## src/rtl/csr_ddr3_evsync.sv

```systemverilog
// -----------------------------------------------------------------------------
// csr_ddr3_evsync
//
// Multi-channel toggle-event receiver. Each channel resynchronises an
// asynchronous toggle line through a STAGES-deep flop chain, turns every
// transition into a one-cycle pulse, and accumulates pulses in a saturating
// pending counter. Software consumes events with ack_i; events lost to
// saturation raise a sticky overflow flag.
//
// Build option: CSR_DDR3_EVSYNC_COUNT_EN
//   defined   -> full CNT_WIDTH saturating pending counters
//   undefined -> each counter is a 1-bit sticky flag (bit 0 of the field)
//
// Ports:
//   sys_clk     in   single clock for all logic
//   sys_rst     in   synchronous active-high reset
//   toggle_i    in   [CHANNELS]  asynchronous toggle lines
//   pulse_o     out  [CHANNELS]  one-cycle pulse per detected transition
//   pending_o   out  [CHANNELS*CNT_WIDTH] per-channel pending count
//   valid_o     out  [CHANNELS]  channel has at least one pending event
//   ack_i       in   [CHANNELS]  consume one pending event
//   overflow_o  out  [CHANNELS]  sticky, an event was lost to saturation
//   ovf_clr_i   in   [CHANNELS]  clear the overflow flag
// -----------------------------------------------------------------------------
module csr_ddr3_evsync #(
  parameter int CHANNELS  = 4,
  parameter int STAGES    = 2,
  parameter int CNT_WIDTH = 4
) (
  input  logic                          sys_clk,
  input  logic                          sys_rst,
  input  logic [CHANNELS-1:0]           toggle_i,
  output logic [CHANNELS-1:0]           pulse_o,
  output logic [CHANNELS*CNT_WIDTH-1:0] pending_o,
  output logic [CHANNELS-1:0]           valid_o,
  input  logic [CHANNELS-1:0]           ack_i,
  output logic [CHANNELS-1:0]           overflow_o,
  input  logic [CHANNELS-1:0]           ovf_clr_i
);

  // Shared warm-up: armed stays low for STAGES+1 cycles after reset release so
  // the reference registers can settle onto whatever level the sources idle at.
  logic [2:0] warm_reg;
  logic       armed_reg;

  always_ff @(posedge sys_clk) begin
    if (sys_rst) begin
      warm_reg  <= 3'd0;
      armed_reg <= 1'b0;
    end else if (!armed_reg) begin
      warm_reg <= warm_reg + 3'd1;
      if (warm_reg == 3'(STAGES)) begin
        armed_reg <= 1'b1;
      end
    end
  end

  genvar gi;
  generate
    for (gi = 0; gi < CHANNELS; gi++) begin : g_ch
      logic [STAGES-1:0]    sync_reg;
      logic                 ref_reg;
      logic                 pulse;
      logic [CNT_WIDTH-1:0] cnt_reg, cnt_next;
      logic                 valid_reg, valid_next;
      logic                 ovf_reg, ovf_next;

      // sync_reg[0] is the metastability-capture flop; ref_reg keeps tracking
      // during warm-up so an idle-high source never looks like an edge.
      always_ff @(posedge sys_clk) begin
        if (sys_rst) begin
          sync_reg <= '0;
          ref_reg  <= 1'b0;
        end else begin
          sync_reg <= {sync_reg[STAGES-2:0], toggle_i[gi]};
          ref_reg  <= sync_reg[STAGES-1];
        end
      end

      assign pulse = (sync_reg[STAGES-1] ^ ref_reg) & armed_reg;

`ifdef CSR_DDR3_EVSYNC_COUNT_EN
      localparam logic [CNT_WIDTH-1:0] CNT_MAX = '1;

      always_comb begin
        cnt_next = cnt_reg;
        ovf_next = ovf_reg;
        if (ovf_clr_i[gi]) begin
          ovf_next = 1'b0;
        end
        // Coincident pulse and ack cancel; overflow set overrides the clear.
        if (pulse && !ack_i[gi]) begin
          if (cnt_reg == CNT_MAX) begin
            ovf_next = 1'b1;
          end else begin
            cnt_next = cnt_reg + 1'b1;
          end
        end else if (ack_i[gi] && !pulse && (cnt_reg != '0)) begin
          cnt_next = cnt_reg - 1'b1;
        end
        valid_next = (cnt_next != '0);
      end
`else
      localparam logic [CNT_WIDTH-1:0] CNT_ONE = CNT_WIDTH'(1);

      always_comb begin
        cnt_next = cnt_reg;
        ovf_next = ovf_reg;
        if (ovf_clr_i[gi]) begin
          ovf_next = 1'b0;
        end
        // A pulse always leaves the flag set, even with a same-cycle ack.
        if (pulse) begin
          if (cnt_reg[0] && !ack_i[gi]) begin
            ovf_next = 1'b1;
          end
          cnt_next = CNT_ONE;
        end else if (ack_i[gi]) begin
          cnt_next = '0;
        end
        valid_next = cnt_next[0];
      end
`endif

      always_ff @(posedge sys_clk) begin
        if (sys_rst) begin
          cnt_reg   <= '0;
          valid_reg <= 1'b0;
          ovf_reg   <= 1'b0;
        end else begin
          cnt_reg   <= cnt_next;
          valid_reg <= valid_next;
          ovf_reg   <= ovf_next;
        end
      end

      assign pulse_o[gi]                          = pulse;
      assign pending_o[gi*CNT_WIDTH +: CNT_WIDTH] = cnt_reg;
      assign valid_o[gi]                          = valid_reg;
      assign overflow_o[gi]                       = ovf_reg;
    end
  endgenerate

endmodule

```

## config.mk

```make
export PLATFORM = sky130hd
export DESIGN_NAME = csr_ddr3_evsync
export DESIGN_NICKNAME = d
export VERILOG_FILES = /design/src/rtl/csr_ddr3_evsync.sv
export SDC_FILE = /design/constraint.sdc
export NUM_CORES = 1
export LEC_CHECK = 0
export ABC_AREA = 1
export BUFFER_PORTS_ARGS = -buffer_cell sky130_fd_sc_hd__clkbuf_2
export CAP_MARGIN = 0
export CORE_ASPECT_RATIO = 0.7
export CORE_MARGIN = 2
export CORE_UTILIZATION = 44
export CTS_CLUSTER_DIAMETER = 80
export DETAILED_ROUTE_END_ITERATION = 6
export PLACE_DENSITY = 0.72
export SKIP_CTS_REPAIR_TIMING = 1
export SLEW_MARGIN = 20
export SYNTH_ARGS = -nofsm -noshare
export SYNTH_HDL_FRONTEND = slang
export SYNTH_SLANG_ARGS = --single-unit
```

## constraint.sdc

```tcl
create_clock -name sys_clk -period 1.1 [get_ports sys_clk]
set_input_delay 0.055 -clock sys_clk [delete_from_list [all_inputs] [get_ports sys_clk]]
set_output_delay 0.055 -clock sys_clk [all_outputs]
set_load 0.02 [all_outputs]
```

After elaboration in Yosys (flattened, before gate mapping). Index checks and enable logic that the tools add are counted.

$add $sub $neg: 1. Eq/ne operators: 1. Multiplexer cells: 22. Bitwise logic cells: 8. Reduce and logical (&&, ||, !) cells: 12.

Operators by type and width (count): 1-bit two-way mux (22); 2-bit nonzero test (4); 1-bit bitwise AND (4); 1-bit logical AND (4); 1-bit logical NOT (4); 1-bit bitwise XOR (4); 3-bit by 1-bit adder with 3-bit output (second input constant) (1); 3-bit by 2-bit == test with 1-bit output (second input constant) (1).

Bits in registers: 24. Bits of input ports: 14. Word-level logic and storage cells: 62.

Longest topological paths before layout. Gate-level depths: netlist of run 1.

Depth in word-level cells: 4. Gate-level depth with buffers: 5. Gate-level depth less buffers: 4.

Worst setup path after synthesis of run 1. Ideal clock, no wire load.

Kind: reg-to-reg. From: register warm_reg[0]. To: register warm_reg[1]. Setup time: 0.086 ns. Data arrival time: 0.849 ns. Data required time: 1.014 ns. Slack: 0.165 ns. Stages on the path, launching flop included: 4. Buffers on the path: 0. Clock period less this slack: 0.935 ns. Cell sequence: dfxtp_1 inv_1 ha_1 a211oi_1.

Word-level cells in the longest chain between the ends: 1.

RTL lines: start, declared (line 43) `logic [2:0] warm_reg;`; start signal, assigned (line 51) `warm_reg <= warm_reg + 3'd1;`; 3-bit by 1-bit adder with 3-bit output (line 51).

Every way passes these cells. A chain may end at the register's enable or synchronous reset.

Worst setup path in the final report of run 1.
From: register g_ch[0].ref_reg. To: output pulse_o[0].

Word-level cells in the longest chain between the ends: 2.

RTL lines: start, declared (line 62) `logic ref_reg;`; start signal, assigned (line 76) `ref_reg <= sync_reg[STAGES-1];`; 1-bit bitwise XOR (line 80) `assign pulse = (sync_reg[STAGES-1] ^ ref_reg) & armed_reg;`; 1-bit bitwise AND (line 80); end, declared (line 33) `output logic [CHANNELS-1:0] pulse_o,`.

Every way passes these cells.

==> results of run 1 <==
[synth_stat cells, drive strengths merged]
master,count
a21oi,15
nand3,4
or2,4
dfxtp,24
nand2,12
inv,31
nor3,1
buf,30
nor2,18
conb,1
ha,2
a211oi,1
[routing by layer]
metal / part of all wire (%) / wire (um) / vias up
li1: - / - / 434
met1: 40 / 682 / 363
met2: 52 / 876 / 23
met3: 6.9 / 116 / 3
met4: 0.48 / 8 / 0
met5: 0 / 0 / -
[worst reg2reg max path, cell delays in order, from the launching register on]
cell and delay [ns]:
dfxtp_2 0.36, inv_1 0.06, ha_1 0.28, a211oi_1 0.24
[logic make-up (layout without fill, tap and decap cells)]
group                    count (synthesis)  after routing
buffers and inverters                   61             76
adder cells (fa/ha/maj)                  2              2
flip-flops                              24             24
AO/OA/AOI/OAI                           16             16
AND/OR/NAND/NOR                         39             39
other                                    1             12
[area by class of cell]
cell class,instances,area [um2],area share [%]
Tap cell,34,42.5,3.05
Clock buffer,3,22.5,1.62
Timing Repair Buffer,41,285,20.5
Inverter,31,121,8.71
Clock inverter,1,30.0,2.15
Sequential cell,24,498,35.7
Multi-Input combinational cell,69,394,28.3
[through the flow]
step                utilization, %  worst slack [ns]
global route                  57.6            -0.195
detailed placement            46.2            0.0921
floorplan                        -             0.165
finish                        57.6            -0.134
CTS                           48.4            -0.222
global placement              46.2             0.149
[power groups by stage]
stage	Clock, mW	Sequential, mW	Combinational (mW)
floorplan	0	1.00	0.346
global placement	0	1.01	0.350
detailed placement	0	1.01	0.363
CTS	0.652	0.993	0.364
global route	0.689	1.02	0.565
finish	0.626	1.01	0.505
[worst paths after layout]
path	start	end	slack, ns
worst max-delay path	g_ch[0].ref_reg$_SDFF_PP0_	pulse_o[0]	-0.13
worst max register to register	warm_reg[0]$_SDFFE_PP0N_	warm_reg[1]$_SDFFE_PP0N_	0.09
worst min-delay path	ack_i[0]	g_ch[0].cnt_reg[0]$_SDFFE_PP0P_	-0.01
worst min register to register	g_ch[0].sync_reg[0]$_SDFF_PP0_	g_ch[0].sync_reg[1]$_SDFF_PP0_	0.40
==> results.cfg, run 1 <==
[worst_setup_path]
r2r_cells = 3
path_cells = or2_4 -> nand2_4 -> inv_1 -> buf_4
start_kind = register
crit_arrival_ns = 1.18
max_stage_delay_ns = 0.36
cp_slowest_cell = dfxtp_2
cp-end-kind = output pin
cp_top_family = flip-flops
cp_num_buf_inv = 2
crit_cells = 4
cp.required_ns = 1.04
crit_path_max_fanout = 2
critical_path_class = register to output pin

[synth]
synth_warnings = 0
synth_cells = 143
synthXorXnorAreaFrac_pct = 0
yosys.area.top_type = dfxtp_1
synth.area.top_cells = dfxtp_1 (43%), buf_4 (19%), inv_1 (10%)
avgSynthCellArea_um2 = 7.76
ys_ff_latch = 24
synthAdderAreaFrac_pct = 2.25
synth_area_um2 = 1110
ys_seq_area_share_pct = 43.3
synth_cell_types = 15
synth_compound_area_share_pct = 9.13
synth_top_family_by_area = buffers and inverters
synth_mux_area_share_pct = 0
yosys.area_share.simple_pct = 14.7
yosysTopAreaCellShare_pct = 43.3

[routing]
via_per_inst = 4.05
vias = 823
wl_mm = 1.68
post-route-drc-count = 0
wire_per_inst_um = 8.30
ant_nets = 0
drt_first_pass_iters = 4
drtIter0Drc = 25

[cells_and_area]
layout.nets = 186
stdcell_count = 203
mostFrequentLayoutCell = inv_1
area_delta_synth_final_pct = 25.6
n_antenna_cell = 0
fillers = 218
largest_reg_flops = 8
drive_above_1_share_pct = 36.1
final_cell_mix = inv_1 (28), clkbuf_2 (25), nor2_1 (18)
stdcell_area_um2 = 1390

[pwr]
p_comb_share_pct = 23.6
irDropWorstVdd_uv = 801
power_switching_mw = 0.611
finalPower_mw = 2.14
clockPowerShare_pct = 29.3
seqPwrFrac_pct = 47.1
leakage_nw = 0.703
switching_share_pct = 28.5
internal_power_mw = 1.53
power_density_nw_per_um2 = 1540

[place]
place_inst = 187
placed_area_um2 = 1120
place.port_buffers = 29
routabilityCongestion = 0.696
hpwl_mm = 1.14

[global_routing]
grt_pass1_vias = 665
grt_max_degree = 25
grt_busiest_layer = met2
grt_pass1_wl_mm = 2.55
antenna_found_initial = 0
met1_usage_pct = 11.9
grtUsageMet2_pct = 20.8
track_usage_pct = 11.5
overflow = 0
met3_usage_pct = 5.45

[run]
maxCapViolations = 0

[timing]
hold_viol = 1
fin_crit_ns = 1.23
fin_ws_ns = -0.134
setup_viol = 4
finClkSkew_ns = 0.00289
period_share_pct = 112
rsz0062_at_grt = true
holdWs_ns = -0.0113
fin_tns_setup_ns = -0.471
slew_violations = 0
fmax_mhz = 810

[worst_hold_path]
hp-class = input pin to register
holdPathStages = 4

[clocking]
clk_path_buf_depth = 2
cts_sinks = 24
path_clk_slew_ns = 0.12
cts_root_buf = clkbuf_4
tritoncts = built
clkLatencyLatePin_ns = 0.31
htreeDepth = 1
numCtsBuffers = 3

[die]
fp-row-count = 15
initial_core_util_pct = 45.8
fp.dieArea_um2 = 2950
die_h_um = 46.0
io_pins = 42
dieWidth_um = 64.0
core_um2 = 2420

[run_status]
outcome = finished with violations
violations = hold timing, setup timing
No activity file was read; power rests on OpenSTA's default activity.
==> inputs of run 2 (changes only) <==
--- a/config.mk
+++ b/config.mk
@@ -10,10 +10,12 @@
 export CAP_MARGIN = 0
 export CORE_ASPECT_RATIO = 0.7
 export CORE_MARGIN = 2
-export CORE_UTILIZATION = 44
+export CORE_UTILIZATION = 35
+export CTS_BUF_LIST = sky130_fd_sc_hd__clkbuf_8
 export CTS_CLUSTER_DIAMETER = 80
 export DETAILED_ROUTE_END_ITERATION = 6
-export PLACE_DENSITY = 0.72
+export GPL_TIMING_DRIVEN = 1
+export PLACE_DENSITY = 0.59
 export SKIP_CTS_REPAIR_TIMING = 1
 export SLEW_MARGIN = 20
 export SYNTH_ARGS = -nofsm -noshare
==> run 2 against run 1 <==
  * The run ends with setup timing left
  * Die area up 24%
  * Critical path type unchanged
  * Hold slack better by 0.046 ns
  * Global-route usage down 2.5 points
  * Register-to-register slack worse by 0.02 ns
  * Critical endpoint is now pulse_o[3]
  * Critical path depth unchanged
  * Via count down 4.3%
  * Setup slack better by 0.097 ns
==> results.cfg, run 2 (synthesis results as in run 1) <==
[pwr]
switching_share_pct = 29.9
power_switching_mw = 0.597
p_comb_share_pct = 24.3
clockPowerShare_pct = 24.8
seqPwrFrac_pct = 50.9
internal_power_mw = 1.40
power_density_nw_per_um2 = 1500
irDropWorstVdd_uv = 663
leakage_nw = 0.669

[worst_setup_path]
r2r-start = warm_reg[0]$_SDFFE_PP0N_
start_kind = register
rrSetupSlack_ns = 0.07
worstReg2RegEnd = warm_reg[1]$_SDFFE_PP0N_
r2r_cells = 3
cp.required_ns = 1.04
cp-end-kind = output pin
crit_arrival_ns = 1.08
crit_path_max_fanout = 3
critical_path_class = register to output pin

[timing]
holdWs_ns = 0.0346
finClkSkew_ns = 0.000484
hold_viol = 0
period_share_pct = 103
rsz0062_at_grt = true
fmax_mhz = 880
setup_viol = 4
slew_violations = 0
fin_tns_setup_ns = -0.113
fin_crit_ns = 1.14
fin_ws_ns = -0.0370

[routing]
wire_per_inst_um = 8.48
ant_nets = 0
drt_first_pass_iters = 4
wl_mm = 1.70
drtIter0Drc = 6
post-route-drc-count = 0
via_per_inst = 3.92
vias = 788

[place]
routabilityCongestion = 0.619
hpwl_mm = 1.14
place.port_buffers = 29
place_ws_ns = 0.0803
placed_area_um2 = 1120

[worst_hold_path]
hp-start = ovf_clr_i[1]
holdPathStages = 4
hold_end = g_ch[1].ovf_reg$_SDFF_PP0_
hp-class = input pin to register

[cells_and_area]
drive_above_1_share_pct = 38.0
layout.nets = 181
stdcell_area_um2 = 1330
mostFrequentLayoutCell = inv_1
final_cell_mix = inv_1 (26), clkbuf_2 (25), nor2_1 (18)
area_delta_synth_final_pct = 20.0
fin_util_pct = 43.2
largest_reg_flops = 8
n_antenna_cell = 0

[die]
core_um2 = 3080
fp-row-count = 17
initial_core_util_pct = 36.0
fp.dieArea_um2 = 3640
dieWidth_um = 71.3
die_h_um = 51.1
io_pins = 42

[clocking]
numCtsBuffers = 3
cts_sinks = 24
clkLatencyLatePin_ns = 0.26
htreeDepth = 1
tritoncts = built
clk_path_buf_depth = 2
path_clk_slew_ns = 0.07
cts_root_buf = clkbuf_8

[global_routing]
overflow = 0
grt_max_degree = 25
grt_pass1_vias = 593
grt_pass1_wl_mm = 2.40
antenna_found_initial = 0
track_usage_pct = 8.98

[run_status]
violations = setup timing
outcome = finished with violations

[run]
maxCapViolations = 0
==> run 2: critical path, stage by stage, from the launching register on <==
cell	delay (ns)
dfxtp_2	0.34
or2_4	0.26
nand2_4	0.06
inv_2	0.03
buf_6	0.12
==> run 2: power groups by stage <==
stage	clock [mW]	combinational, mW	sequential, mW
global route	0.548	0.533	1.03
detailed placement	0	0.362	1.02
floorplan	0	0.346	1.00
global placement	0	0.349	1.01
CTS	0.517	0.365	0.996
finish	0.495	0.487	1.02
==> run 2: per-stage QoR <==
stage               cells  power, mW
floorplan             154       1.35
global placement      191       1.36
detailed placement    191       1.38
CTS                   194       1.88
global route          201       2.11
finish                201       2.00
==> run 2: per-layer routing <==
metal | global-route usage [%] | share of wire [%] | wire length [um]
met1 | 9.69 | 41 | 700
met2 | 14.4 | 50 | 844
met3 | 4.14 | 6.4 | 109
met4 | 5.66 | 2.9 | 49
met5 | 0 | 0 | 0
==> run 2: area by class of cell <==
type                            count  area (um2)
Timing Repair Buffer               36         233
Multi-Input combinational cell     69         394
Fill cell                         329        1750
Inverter                           31         121
Tap cell                           38        47.5
Clock buffer                        3        41.3
Sequential cell                    24         494
==> run 2: worst max path at each step <==
stage | cells past startpoint | to | startpoint
detailed placement | 3 | warm_reg[1]$_SDFFE_PP0N_ | warm_reg[0]$_SDFFE_PP0N_
global placement | 3 | warm_reg[1]$_SDFFE_PP0N_ | warm_reg[0]$_SDFFE_PP0N_
CTS | 5 | pulse_o[2] | armed_reg$_SDFF_PP0_
finish | 4 | pulse_o[3] | g_ch[3].sync_reg[1]$_SDFF_PP0_
global route | 4 | pulse_o[3] | g_ch[3].sync_reg[1]$_SDFF_PP0_
floorplan | 3 | warm_reg[1]$_SDFFE_PP0N_ | warm_reg[0]$_SDFFE_PP0N_
==> inputs of run 3 (changes only) <==
--- a/config.mk
+++ b/config.mk
@@ -5,7 +5,6 @@
 export SDC_FILE = /design/constraint.sdc
 export NUM_CORES = 1
 export LEC_CHECK = 0
-export ABC_AREA = 1
 export BUFFER_PORTS_ARGS = -buffer_cell sky130_fd_sc_hd__clkbuf_2
 export CAP_MARGIN = 0
 export CORE_ASPECT_RATIO = 0.7
@@ -14,8 +13,9 @@
 export CTS_BUF_LIST = sky130_fd_sc_hd__clkbuf_8
 export CTS_CLUSTER_DIAMETER = 80
 export DETAILED_ROUTE_END_ITERATION = 6
+export GPL_ROUTABILITY_DRIVEN = 0
 export GPL_TIMING_DRIVEN = 1
-export PLACE_DENSITY = 0.59
+export PLACE_DENSITY = 0.6
 export SKIP_CTS_REPAIR_TIMING = 1
 export SLEW_MARGIN = 20
 export SYNTH_ARGS = -nofsm -noshare
==> run 3 against run 2 <==
  * The run still ends with setup timing left
  * Non-clock buffer count fell by 3
  * First-iteration DRC count rose to 2.7 times the previous value
  * Critical endpoint is now pulse_o[1]
  * Critical path type unchanged
  * Register-to-register slack improved by 0.02 ns
  * Synthesized cell count fell by 20%
  * Final cell count fell by 16%
  * Highest routed layer unchanged
  * Hold slack got worse by 0.027 ns
  * Sequential share of layout area rose by 3.6 points
==> results.cfg, run 3 <==
[die]
core_um2 = 2860
fp.dieArea_um2 = 3530
dieWidth_um = 70.2
die_h_um = 50.3
fp-row-count = 16
initial_core_util_pct = 37.5
io_pins = 42

[run_status]
violations = setup timing
outcome = finished with violations

[timing]
fin_crit_ns = 1.12
period_share_pct = 102
hold_viol = 0
rsz0062_at_grt = true
finClkSkew_ns = 0.00269
setup_viol = 2
slew_violations = 0
fin_ws_ns = -0.0238
fmax_mhz = 890

[place]
hpwl_mm = 1.15
place_ws_ns = 0.0802
place.port_buffers = 29
placed_area_um2 = 1080
place_inst = 162

[synth]
synthTopCellsByCount = buf_4 (29), dfxtp_1 (24), nor2b_1 (10), nor2_1 (9), nand2_1 (8)
synth_mux_area_share_pct = 0
synth.area.top_cells = dfxtp_1 (45%), buf_4 (20%), nor2b_1 (5.8%)
synth_warnings = 0
ys_async_sr_fraction_pct = 0
synthXorXnorAreaFrac_pct = 4.90
synth_cell_types = 19
yosysTopAreaCellShare_pct = 44.8
ys.flop_type = dfxtp_1
synth_compound_area_share_pct = 4.66
avgSynthCellArea_um2 = 9.34
ys_ff_latch = 24
yosysMostFrequentCell = buf_4
synth_cells = 115
synth_top_family_by_area = buffers and inverters
ys_seq_area_share_pct = 44.8
synth_area_um2 = 1070
yosys.area.top_type = dfxtp_1
synthAdderAreaFrac_pct = 2.33
yosys.area_share.simple_pct = 19.9
synth_edf_count = 0

[pwr]
leakage_nw = 0.572
power_density_nw_per_um2 = 1640
irDropWorstVdd_uv = 755

[cells_and_area]
drive_above_1_share_pct = 36.4
stdcell_area_um2 = 1200
layout.nets = 149
final_cell_mix = clkbuf_2 (25), dfxtp_1 (17), conb_1 (12)
largest_reg_flops = 8
area_delta_synth_final_pct = 11.8
fin_util_pct = 41.9
mostFrequentLayoutCell = clkbuf_2
n_antenna_cell = 0
stdcell_count = 168

[worst_setup_path]
r2r_cells = 5
cp.required_ns = 1.04
critPathCapture = pulse_o[1]
cp_num_buf_inv = 1
rrSetupSlack_ns = 0.09
worstReg2RegEnd = warm_reg[1]$_SDFFE_PP0N_
crit_cells = 3
crit_arrival_ns = 1.07
crit_path_max_fanout = 2
r2r-start = warm_reg[0]$_SDFFE_PP0N_
start_kind = register
cp_slowest_cell = dfxtp_1
cp-startpoint = g_ch[1].ref_reg$_SDFF_PP0_
critical_path_class = register to output pin
cp_top_family = flip-flops
path_cells = xor2_2 -> and2_1 -> buf_4
max_stage_delay_ns = 0.33
cp-end-kind = output pin

[global_routing]
overflow = 0
antenna_found_initial = 0
grt_max_degree = 20
grt_pass1_wl_mm = 2.42
grt_pass1_vias = 499
track_usage_pct = 9.06

[routing]
wire_per_inst_um = 8.56
drtIter0Drc = 16
via_per_inst = 3.88
wl_mm = 1.44
vias = 651
ant_nets = 0
post-route-drc-count = 0
drt_first_pass_iters = 2

[run]
maxCapViolations = 0

[clocking]
numCtsBuffers = 3
clkLatencyLatePin_ns = 0.26
path_clk_slew_ns = 0.08
htreeDepth = 1
tritoncts = built
cts_root_buf = clkbuf_8
cts_sinks = 24
clk_path_buf_depth = 2

[worst_hold_path]
hp-class = input pin to register
[run 3: cell types whose count changed after synthesis, moves of 5 or more]
cell / previous run / this run
a21oi_2: 5 / 0
nor2_1: 18 / 9
nor2b_1: 0 / 10
inv_1: 30 / 2
a21oi_1: 10 / 2
xor2_1: 0 / 5
[run 3: worst min path at each step]
stage	from	end	slack, ns	cells after the start
after floorplan	sys_rst	g_ch[2].sync_reg[0]$_SDFF_PP0_	0.13	1
after global routing	toggle_i[0]	g_ch[0].sync_reg[0]$_SDFF_PP0_	0.02	2
after global placement	toggle_i[1]	g_ch[1].sync_reg[0]$_SDFF_PP0_	0.26	2
final	toggle_i[2]	g_ch[2].sync_reg[0]$_SDFF_PP0_	0.008	2
after detailed placement	toggle_i[1]	g_ch[1].sync_reg[0]$_SDFF_PP0_	0.26	2
after CTS	toggle_i[1]	g_ch[1].sync_reg[0]$_SDFF_PP0_	-0.008	2
[run 3: routing by layer]
metal,up-vias,track usage (%),part of all wire (%)
met2,33,12.1,42
met4,0,1.92,0.76
li1,343,-,-
met1,273,12.5,47
met3,2,5.22,11
met5,-,0,0
[run 3: layout make-up]
class                           count  area [um2]
Clock buffer                        4        55.1
Inverter                            2        7.51
Tap cell                           36        45.0
Multi-Input combinational cell     69         404
Timing Repair Buffer               33         199
Sequential cell                    24         489
Fill cell                         289        1660
[run 3: kinds of logic after synthesis]
logic type / Yosys count
simple gates: 39
flops: 24
compound gates: 10
fa+ha+maj: 2
other cells: 1
buf+inv: 33
xor+xnor: 6
[run 3: worst reg2reg max path, stage by stage (launching register included)]
cell and delay (ns):
dfxtp_1 0.37, inv_1 0.06, ha_1 0.27, nor2_1 0.03, a21oi_1 0.11, nor2_1 0.05
[run 3: stage by stage]
stage	power [mW]	setup TNS [ns]	hold WS, ns
2_1_floorplan	1.38	0	0.127
3_3_place_gp	1.37	0	0.259
3_5_place_dp	1.39	0	0.265
4_1_cts	1.97	-0.397	-0.00758
5_1_grt	2.11	-0.254	0.0206
6_report	1.97	-0.0445	0.00796
[run 3: where the power goes]
group          internal (mW)  leakage (nW)  switching (mW)
clock                  0.319        0.0288           0.253
sequential             0.955         0.199          0.0853
combinational          0.168         0.344           0.188
total                   1.44         0.572           0.527
